File: src/rtl/mem_port_arbiter_pkg.sv
// Shared types for the FE/MEM memory-port arbiter: FSM states, owner encoding
// and the starvation counter width helper.
package mem_port_arbiter_pkg;

  typedef enum logic [1:0] {
    ARB_IDLE  = 2'd0,
    ARB_ISSUE = 2'd1,
    ARB_WAIT  = 2'd2,
    ARB_RESP  = 2'd3
  } arb_state_t;

  typedef enum logic {
    OWN_IF = 1'b0,
    OWN_DM = 1'b1
  } owner_t;

  function automatic int unsigned cnt_width(input int unsigned limit);
    return (limit < 1) ? 1 : $clog2(limit + 1);
  endfunction

endpackage

File: src/rtl/mem_port_arbiter_starve_ctr.sv
// Saturating counter of consecutive cycles the FE request has waited ungranted.
module arb_starve_ctr
  import mem_port_arbiter_pkg::*;
#(
  parameter int unsigned STARVE_LIMIT = 4
) (
  input  logic clk,
  input  logic reset,
  input  logic inc,
  input  logic clr,
  output logic sat
);

  localparam int unsigned CW = cnt_width(STARVE_LIMIT);
  localparam logic [CW-1:0] LIMIT = CW'(STARVE_LIMIT);

  logic [CW-1:0] cnt;

  always_ff @(posedge clk) begin
    if (reset || clr) begin
      cnt <= '0;
    end else if (inc && (cnt != LIMIT)) begin
      cnt <= cnt + CW'(1);
    end
  end

  assign sat = (cnt == LIMIT);

endmodule

File: src/rtl/mem_port_arbiter.sv
// Shares one backing-memory port between instruction fetch and the MEM stage,
// one transaction in flight, sequenced IDLE -> ISSUE -> WAIT -> RESP.
module mem_port_arbiter
  import mem_port_arbiter_pkg::*;
#(
  parameter int unsigned AW           = 32,
  parameter int unsigned DW           = 32,
  parameter int unsigned STARVE_LIMIT = 4
) (
  input  logic            clk,
  input  logic            reset,
  input  logic            if_req_valid,
  input  logic [AW-1:0]   if_req_addr,
  output logic            if_req_ready,
  input  logic            if_flush,
  output logic            if_rsp_valid,
  output logic [DW-1:0]   if_rsp_data,
  input  logic            dm_req_valid,
  input  logic            dm_req_we,
  input  logic [AW-1:0]   dm_req_addr,
  input  logic [DW-1:0]   dm_req_wdata,
  input  logic [DW/8-1:0] dm_req_be,
  output logic            dm_req_ready,
  output logic            dm_rsp_valid,
  output logic [DW-1:0]   dm_rsp_data,
  output logic            mem_req_valid,
  output logic            mem_req_we,
  output logic [AW-1:0]   mem_req_addr,
  output logic [DW-1:0]   mem_req_wdata,
  output logic [DW/8-1:0] mem_req_be,
  input  logic            mem_req_ready,
  input  logic            mem_rsp_valid,
  input  logic [DW-1:0]   mem_rsp_data,
  output logic            busy,
  output logic            grant_dm
);

  localparam int unsigned BW = DW / 8;

  arb_state_t     state, state_next;
  owner_t         owner;
  logic           drop;
  logic           we_q;
  logic [AW-1:0]  addr_q;
  logic [DW-1:0]  wdata_q;
  logic [BW-1:0]  be_q;
  logic [DW-1:0]  if_data_q, dm_data_q;
  logic           starve_sat, if_win, dm_win;

  arb_starve_ctr #(
    .STARVE_LIMIT(STARVE_LIMIT)
  ) u_starve (
    .clk  (clk),
    .reset(reset),
    .inc  (if_req_valid && !if_win),
    .clr  (if_win || !if_req_valid),
    .sat  (starve_sat)
  );

  // DM wins by default; a starved, unflushed fetch overrides it.
  always_comb begin
    if_win = 1'b0;
    dm_win = 1'b0;
    if ((state == ARB_IDLE) && !reset) begin
      if (if_req_valid && !if_flush && (starve_sat || !dm_req_valid)) begin
        if_win = 1'b1;
      end else if (dm_req_valid) begin
        dm_win = 1'b1;
      end
    end
  end

  always_comb begin
    state_next    = state;
    if_req_ready  = if_win;
    dm_req_ready  = dm_win;
    mem_req_valid = 1'b0;
    mem_req_we    = 1'b0;
    mem_req_addr  = '0;
    mem_req_wdata = '0;
    mem_req_be    = '0;
    if_rsp_valid  = 1'b0;
    dm_rsp_valid  = 1'b0;
    unique case (state)
      ARB_IDLE: begin
        if (if_win || dm_win) state_next = ARB_ISSUE;
      end
      ARB_ISSUE: begin
        mem_req_valid = 1'b1;
        mem_req_we    = we_q;
        mem_req_addr  = addr_q;
        mem_req_wdata = wdata_q;
        mem_req_be    = be_q;
        if (mem_req_ready) state_next = ARB_WAIT;
      end
      ARB_WAIT: begin
        if (mem_rsp_valid) state_next = ARB_RESP;
      end
      ARB_RESP: begin
        // A flush landing in the RESP cycle itself still suppresses the pulse.
        if_rsp_valid = (owner == OWN_IF) && !drop && !if_flush;
        dm_rsp_valid = (owner == OWN_DM);
        state_next   = ARB_IDLE;
      end
    endcase
  end

  always_ff @(posedge clk) begin
    if (reset) begin
      state     <= ARB_IDLE;
      owner     <= OWN_IF;
      drop      <= 1'b0;
      we_q      <= 1'b0;
      addr_q    <= '0;
      wdata_q   <= '0;
      be_q      <= '0;
      if_data_q <= '0;
      dm_data_q <= '0;
    end else begin
      state <= state_next;
      unique case (state)
        ARB_IDLE: begin
          if (dm_win) begin
            owner   <= OWN_DM;
            we_q    <= dm_req_we;
            addr_q  <= dm_req_addr;
            wdata_q <= dm_req_wdata;
            be_q    <= dm_req_be;
          end else if (if_win) begin
            owner   <= OWN_IF;
            we_q    <= 1'b0;
            addr_q  <= if_req_addr;
            wdata_q <= '0;
            be_q    <= '1;
          end
        end
        ARB_ISSUE: begin
          if (owner == OWN_IF && if_flush) drop <= 1'b1;
        end
        ARB_WAIT: begin
          if (owner == OWN_IF && if_flush) drop <= 1'b1;
          if (mem_rsp_valid) begin
            if (owner == OWN_DM) begin
              dm_data_q <= we_q ? '0 : mem_rsp_data;
            end else if (!drop && !if_flush) begin
              if_data_q <= mem_rsp_data;
            end
          end
        end
        ARB_RESP: begin
          drop <= 1'b0;
        end
      endcase
    end
  end

  assign if_rsp_data = if_data_q;
  assign dm_rsp_data = dm_data_q;
  assign busy        = (state != ARB_IDLE);
  assign grant_dm    = (owner == OWN_DM);

endmodule
File: config.mk
export PLATFORM = sky130hd
export DESIGN_NAME = mem_port_arbiter
export DESIGN_NICKNAME = d
export VERILOG_FILES = /design/src/rtl/mem_port_arbiter_pkg.sv /design/src/rtl/mem_port_arbiter_starve_ctr.sv /design/src/rtl/mem_port_arbiter.sv
export SDC_FILE = /design/constraint.sdc
export NUM_CORES = 1
export LEC_CHECK = 0
export BUFFER_PORTS_ARGS = -buffer_cell sky130_fd_sc_hd__buf_2
export CELL_PAD_IN_SITES_DETAIL_PLACEMENT = 0
export CELL_PAD_IN_SITES_GLOBAL_PLACEMENT = 1
export CORE_MARGIN = 3
export CORE_UTILIZATION = 33
export DETAILED_ROUTE_END_ITERATION = 12
export GPL_TIMING_DRIVEN = 0
export HOLD_SLACK_MARGIN = 0.1
export PLACE_DENSITY_LB_ADDON = 0.1
export SETUP_SLACK_MARGIN = 0.15
export SYNTH_ARGS = -nofsm -noshare
export SYNTH_HDL_FRONTEND = slang
export SYNTH_SLANG_ARGS = --single-unit
File: constraint.sdc
create_clock -name clk -period 2.3 [get_ports clk]
set_input_delay 0.23 -clock clk [delete_from_list [all_inputs] [get_ports clk]]
set_output_delay 0.23 -clock clk [all_outputs]
set_load 0.01 [all_outputs]
* After elaboration in Yosys (flattened, before gate mapping)
Index checks and enable logic that the tools add are counted.
** Operators by class
- Equality and inequality tests :: 9
- Reductions and logical operators :: 29
- Bitwise logic cells :: 1
- Mux-type cells :: 28
- Add/sub/neg operators :: 1
** Operators with widths (count)
- 2-to-1 mux 32 bit :: 7
- 2-to-1 mux 1 bit :: 13
- 2-to-1 mux 4 bit :: 3
- logical AND 1 bit :: 9
- case mux 2 bit (4 select lines) :: 1
- logical NOT 1 bit :: 6
- 2-to-1 mux 2 bit :: 3
- AND reduction 3 bit :: 2
- nonzero test 2 bit :: 3
- equality test 2 bit (second input constant) :: 2
- logical OR 1 bit :: 4
- inequality test 2 x 1 -> 1 bit (second input constant) :: 2
- inequality test 2 bit (second input constant) :: 2
- AND reduction 2 bit :: 2
- AND reduction 4 bit :: 1
- adder 3 x 1 -> 3 bit (second input constant) :: 1
- equality test 3 bit (second input constant) :: 1
- inequality test 3 bit (second input constant) :: 1
- equality test 2 x 1 -> 1 bit (second input constant) :: 1
- logical NOT 2 bit :: 1
- case mux 1 bit (2 select lines) :: 1
- OR reduction 2 bit :: 1
- NOT 1 bit :: 1
** Word-level totals
- Bits in registers :: 140
- Bits of input ports :: 140

* Logic depth before layout (Yosys ltp)
- Depth after elaboration :: 8
- Mapped depth :: 9

* Hierarchy
From an unflattened synthesis, not the netlist that was laid out.
** Second synthesis, totals
- Cells, all modules :: 721
- Area total of the unflattened synthesis :: 5880.6 µm²
** By module, submodules not included
- mem_port_arbiter :: times used 1, cells an instance 703, area an instance 5693.0 µm², seq. area each 2742.6 µm²
- arb_starve_ctr :: times used 1, cells an instance 18, area an instance 187.7 µm², seq. area each 60.1 µm²

* Worst setup path before layout
OpenSTA, ideal clock, no wires.
- Path type :: register to register
- Start :: reg state[0]
- End :: reg we_q
- Buffers on the path :: 2
- Cell stages (with the launch flop) :: 10
- Period minus slack after synthesis :: 1.728 ns
- Setup slack :: 0.572 ns
- Data arrival time :: 1.601 ns
- Data required time :: 2.172 ns
- Cells stage by stage :: dfxtp_1 inv_1 ha_1 and2b_1 nand3_4 inv_2 buf_6 buf_2 a22oi_1 nor2_1
** Between the ends
- Cells in the longest elaborated chain, start to end :: 5
- Elaborated cells on any way between the ends :: 7
- Those cells by class :: mux (3); reduce/logical (4)
** RTL lines
- start: declaration :: RTL line mem_port_arbiter.sv:40 : arb_state_t state, state_next;
- start signal: assignment :: RTL line mem_port_arbiter.sv:120 : state <= state_next;
- logical NOT 2 bit * :: RTL line mem_port_arbiter.sv:64 : if ((state == ARB_IDLE) && !reset) begin
- logical AND 1 bit * :: RTL line mem_port_arbiter.sv:64
- 2-to-1 mux 1 bit * :: RTL line mem_port_arbiter.sv:64
- net dm_req_ready :: RTL line mem_port_arbiter.sv:23 : output logic dm_req_ready,
- nonzero test 2 bit (no line)
- AND reduction 2 bit (no line)
- end signal: assignment :: RTL line mem_port_arbiter.sv:125 : we_q <= dm_req_we;
- end: declaration :: RTL line mem_port_arbiter.sv:43 : logic we_q;
The timed path passes the listed nets; every way through them passes the cells marked *.
A chain may end at the register's enable or synchronous reset.

* Worst setup path in the final report
- Start :: reg state[0]
- End :: out dm_req_ready
** Between the ends
- Cells in the longest elaborated chain, start to end :: 3
** RTL lines (RTL line)
- logical NOT 2 bit :: mem_port_arbiter.sv:64
- logical AND 1 bit :: mem_port_arbiter.sv:64
- 2-to-1 mux 1 bit :: mem_port_arbiter.sv:64
- end: declaration :: mem_port_arbiter.sv:23
No other way between the ends.

==> flow_metrics.env <==
export IMPL_slowest_stage="sky130_fd_sc_hd__dfxtp_4"
export IMPL_post_route_cells_drive_above_1_share_pct=31.31
export IMPL_synth_edff_count=0
export IMPL_detail_route_wirelength_mm=20.85
export IMPL_endpoint_kind="output pin"
export IMPL_sequential_element_share_of_the_synthesized_area_pct=47.60
export IMPL_synth_ff_latch_count=140
export IMPL_drt_wirelength_per_cell_um=15.34
export IMPL_dieArea_um2=19480
export IMPL_period_minus_slack_ps=2050
export IMPL_timing_setup_critical_path_class="flip-flop to output pin"
export IMPL_layout_commonest_cell="sky130_fd_sc_hd__buf_2"
export IMPL_drv_max_cap_violation_count=0
export IMPL_synth_avg_cell_area_um2=8.189
export IMPL_critical_path_reg2reg_endpoint="we_q$_SDFFE_PP0P_"
export IMPL_postRouteAntennaNets=0
export IMPL_switching_share_of_total_power_pct=32.28
export IMPL_power_per_cell_area_nw_per_um2=889.5
export IMPL_fin_nets=1269
export IMPL_largest_net_degree_at_the_start_of_global_routing=17
export IMPL_share_of_total_power_in_sequential_cells_pct=35.1
export IMPL_fmax_ghz=0.4877
export IMPL_final_setup_viol_count=0
export IMPL_floorplan_io_pins=280
export IMPL_areaGrowthSynthToFinish_pct=57.71
export IMPL_run_status="finished, final reports clean"
export IMPL_cts_root_buffer="sky130_fd_sc_hd__clkbuf_16"
export IMPL_timing_final_ws_setup_ps=249.7
export IMPL_final_report_hold_violation_count=0
export IMPL_timing_critical_path_to="dm_req_ready"
export IMPL_die_width_um=139.6
export IMPL_dr_iter_0_viols=260
export IMPL_p_leak_nw=4.311
export IMPL_worstPathCellList="inv_2, ha_4, and2b_2, nand3_4, inv_2, buf_8, buf_8, buf_2"
export IMPL_power_ir_vdd_worst_v=0.0005610
export IMPL_cts_max_level=4
export IMPL_initial_utilization_pct=33.92
export IMPL_async_reset_ff_share_pct=0
export IMPL_grt_pass1_wl_mm=33.58
export IMPL_timing_critical_path_arrival_ps=1820
export IMPL_post_synth_num_cell_types=33
export IMPL_antennaDiodeCount=0
export IMPL_cts_buffer_depth=2
export IMPL_finalMaxSlewViolations=0
export IMPL_commonest_cells_after_routing_fill_and_taps_aside="291 x sky130_fd_sc_hd__buf_2, 136 x sky130_fd_sc_hd__dfxtp_1, 107 x sky130_fd_sc_hd__nor2_1, 101 x sky130_fd_sc_hd__dlygate4sd3_1, 99 x sky130_fd_sc_hd__a21oi_1"
export IMPL_drt_vias_per_instance=4.667
export IMPL_pre_cts_slack_ps=61.55
export IMPL_r2r_path_start="state[0]$_SDFFE_PP0P_"
export IMPL_rsz0062_at_grt="false"
export IMPL_overall_overflow_remaining_after_global_route=0
export IMPL_critPathTopFamily="buffers and inverters"
export IMPL_tritoncts="done"
export IMPL_fin_setup_tns_ps=0
export IMPL_detailedPlacementHpwl_mm=15.08
export IMPL_critical_path_startpoint_type="flip-flop"
export IMPL_worst_slew_margin_rel_pct=49.12
export IMPL_clock_sink_count=140
export IMPL_post_route_drc_count=0
export IMPL_netlist_area_um2=5888
export IMPL_net_switching_power_w=0.002667
export IMPL_cp_slowest_stage_delay_ps=380
export IMPL_drt_first_pass_iters=5
export IMPL_synth_cells=719
export IMPL_total_stage_count_of_the_critical_path=8
export IMPL_clockPowerShare_pct=35.4
export IMPL_first_global_vias=6306
export IMPL_buffer_ports_inserted=279
export IMPL_internal_power_w=0.005594
export IMPL_layout_worst_path_cycle_share_pct=89.14
export IMPL_route_vias_total=6343
export IMPL_combined_global_route_utilization_of_all_metal_layers_pct=21.04
export IMPL_tightestPinTransition_ps=763.1
export IMPL_routabilityCongestion=0.8128
export IMPL_power_frac_comb_pct=29.5
export IMPL_crit_fanout=10
export IMPL_primary_flip_flop_cell_chosen_by_synthesis_mapping="sky130_fd_sc_hd__dfxtp_1"
export IMPL_cts_reportedPaths_clkPinSlew_ps=60
export IMPL_critPathRequiredTime_ps=2070
export IMPL_hold_class="input pin to flip-flop"
export IMPL_crit_start="state[0]$_SDFFE_PP0P_"
export IMPL_fin_worst_skew_ps=10.48
export IMPL_worst_skew_pair_late_latency_ps=420
export IMPL_die_height_um=139.6
export IMPL_core_area_um2=17360
export IMPL_path_buf_inv=5
export IMPL_rr_worst_depth=8
export IMPL_cts_inserted_buffers=17
export IMPL_yosys_warnings=0
export IMPL_timing_reg2reg_setup_slack_ps=330
export IMPL_grt_antenna_before_repair=0
export IMPL_synth_fp_nets=866
export IMPL_core_rowCount=48
power groups by stage:
| stage | registers, W | logic, W | clock network, W |
|---|---|---|---|
| after detailed placement | 0.00293 | 0.00220 | 0 |
| after floorplan | 0.00292 | 0.00139 | 0 |
| after global routing | 0.00294 | 0.00271 | 0.00311 |
| after CTS | 0.00289 | 0.00242 | 0.00298 |
| final | 0.00290 | 0.00244 | 0.00292 |
| after global placement | 0.00293 | 0.00219 | 0 |
layout make-up:
cell class                      instances  area (um2)
Clock buffer                           17       425.4
Clock inverter                         14       195.2
Buffer                                 59       274.0
Multi-Input combinational cell        512        2833
Sequential cell                       140        2810
Fill cell                            1735        8070
Inverter                                8       30.03
Tap cell                              225       281.5
Timing Repair Buffer                  384        2437
cell families (layout without fill, tap and decap cells):
group                    after synthesis  after routing  synth area share [%]
AO/OA/AOI/OAI                        178            178                 19.15
buffers and inverters                 67            482                 4.781
flip-flops                           140            140                 47.60
adder cells (fa/ha/maj)                7              7                 1.487
AND/OR/NAND/NOR                      325            325                 26.67
XOR/XNOR                               1              1                0.1488
multiplexers                           1              1                0.1700
tightest hold or removal path, stage by stage:
cell and delay (ps):
sky130_fd_sc_hd__buf_2 130, sky130_fd_sc_hd__nand2b_1 90, sky130_fd_sc_hd__nor3_1 50
flip-flops by register name, indices dropped and copies added (netlist names), 2 cells and up:
signal        cells
addr_q           32
wdata_q          32
u_starve.cnt      3
be_q              4
dm_rsp_data      32
state             2
if_rsp_data      32
synth_stat cells (3+ instances only):
| library cell | count | share of area [%] |
|---|---|---|
| sky130_fd_sc_hd__a211oi_1 | 24 | 3.1 |
| sky130_fd_sc_hd__a211oi_2 | 10 | 2.1 |
| sky130_fd_sc_hd__a21oi_1 | 99 | 8.4 |
| sky130_fd_sc_hd__a22oi_1 | 34 | 4.3 |
| sky130_fd_sc_hd__and2_1 | 72 | 7.6 |
| sky130_fd_sc_hd__buf_1 | 3 | 0.19 |
| sky130_fd_sc_hd__buf_2 | 12 | 1.0 |
| sky130_fd_sc_hd__clkbuf_1 | 42 | 2.7 |
| sky130_fd_sc_hd__dfxtp_1 | 140 | 48 |
| sky130_fd_sc_hd__ha_1 | 7 | 1.5 |
| sky130_fd_sc_hd__inv_1 | 7 | 0.45 |
| sky130_fd_sc_hd__nand2_1 | 98 | 6.2 |
| sky130_fd_sc_hd__nand3_1 | 3 | 0.25 |
| sky130_fd_sc_hd__nor2_1 | 107 | 6.8 |
| sky130_fd_sc_hd__nor2b_1 | 4 | 0.42 |
| sky130_fd_sc_hd__nor3b_1 | 32 | 4.1 |
| sky130_fd_sc_hd__o22ai_1 | 4 | 0.42 |
stage by stage:
step	total power (W)	area, um2	util, %	cells	hold WS, ps
floorplan	0.004310	5888	-	719	366.0
detailed placement	0.005134	7566	43.59	1223	445.3
global placement	0.005116	7566	43.59	1223	439.8
CTS	0.008290	9244	53.26	1356	108.1
global route	0.008752	9286	53.50	1359	137.3
finish	0.008260	9286	53.50	1359	131.8
repair_timing:
item	4_1_cts	5_1_grt
hold buffers	101	0
pin swaps	2	1
endpoints found under the setup margin	94	49
cloned	0	0
setup buffers	1	3
resized for setup	13	14
hold endpoints to repair	101	0
layer usage:
metal	wire length (um)	global-route usage, %
met5	0	0
met3	1379	6.014
met4	434	5.966
met2	9676	33.97
met1	9356	27.64
worst min path at each step:
stage	start	slack, ps	endpoint	depth (start not counted)
2_1_floorplan	mem_rsp_data[0]	370	if_rsp_data[0]$_SDFFE_PP0P_	2
3_3_place_gp	if_rsp_data[29]$_SDFFE_PP0P_	440	if_rsp_data[29]$_SDFFE_PP0P_	2
3_5_place_dp	if_rsp_data[6]$_SDFFE_PP0P_	450	if_rsp_data[6]$_SDFFE_PP0P_	2
4_1_cts	if_req_valid	110	u_starve.cnt[2]$_SDFFE_PP0P_	3
5_1_grt	dm_req_addr[2]	140	addr_q[2]$_SDFFE_PP0P_	3
6_report	if_req_valid	130	u_starve.cnt[2]$_SDFFE_PP0P_	3
(Power assumes the default switching activity.)
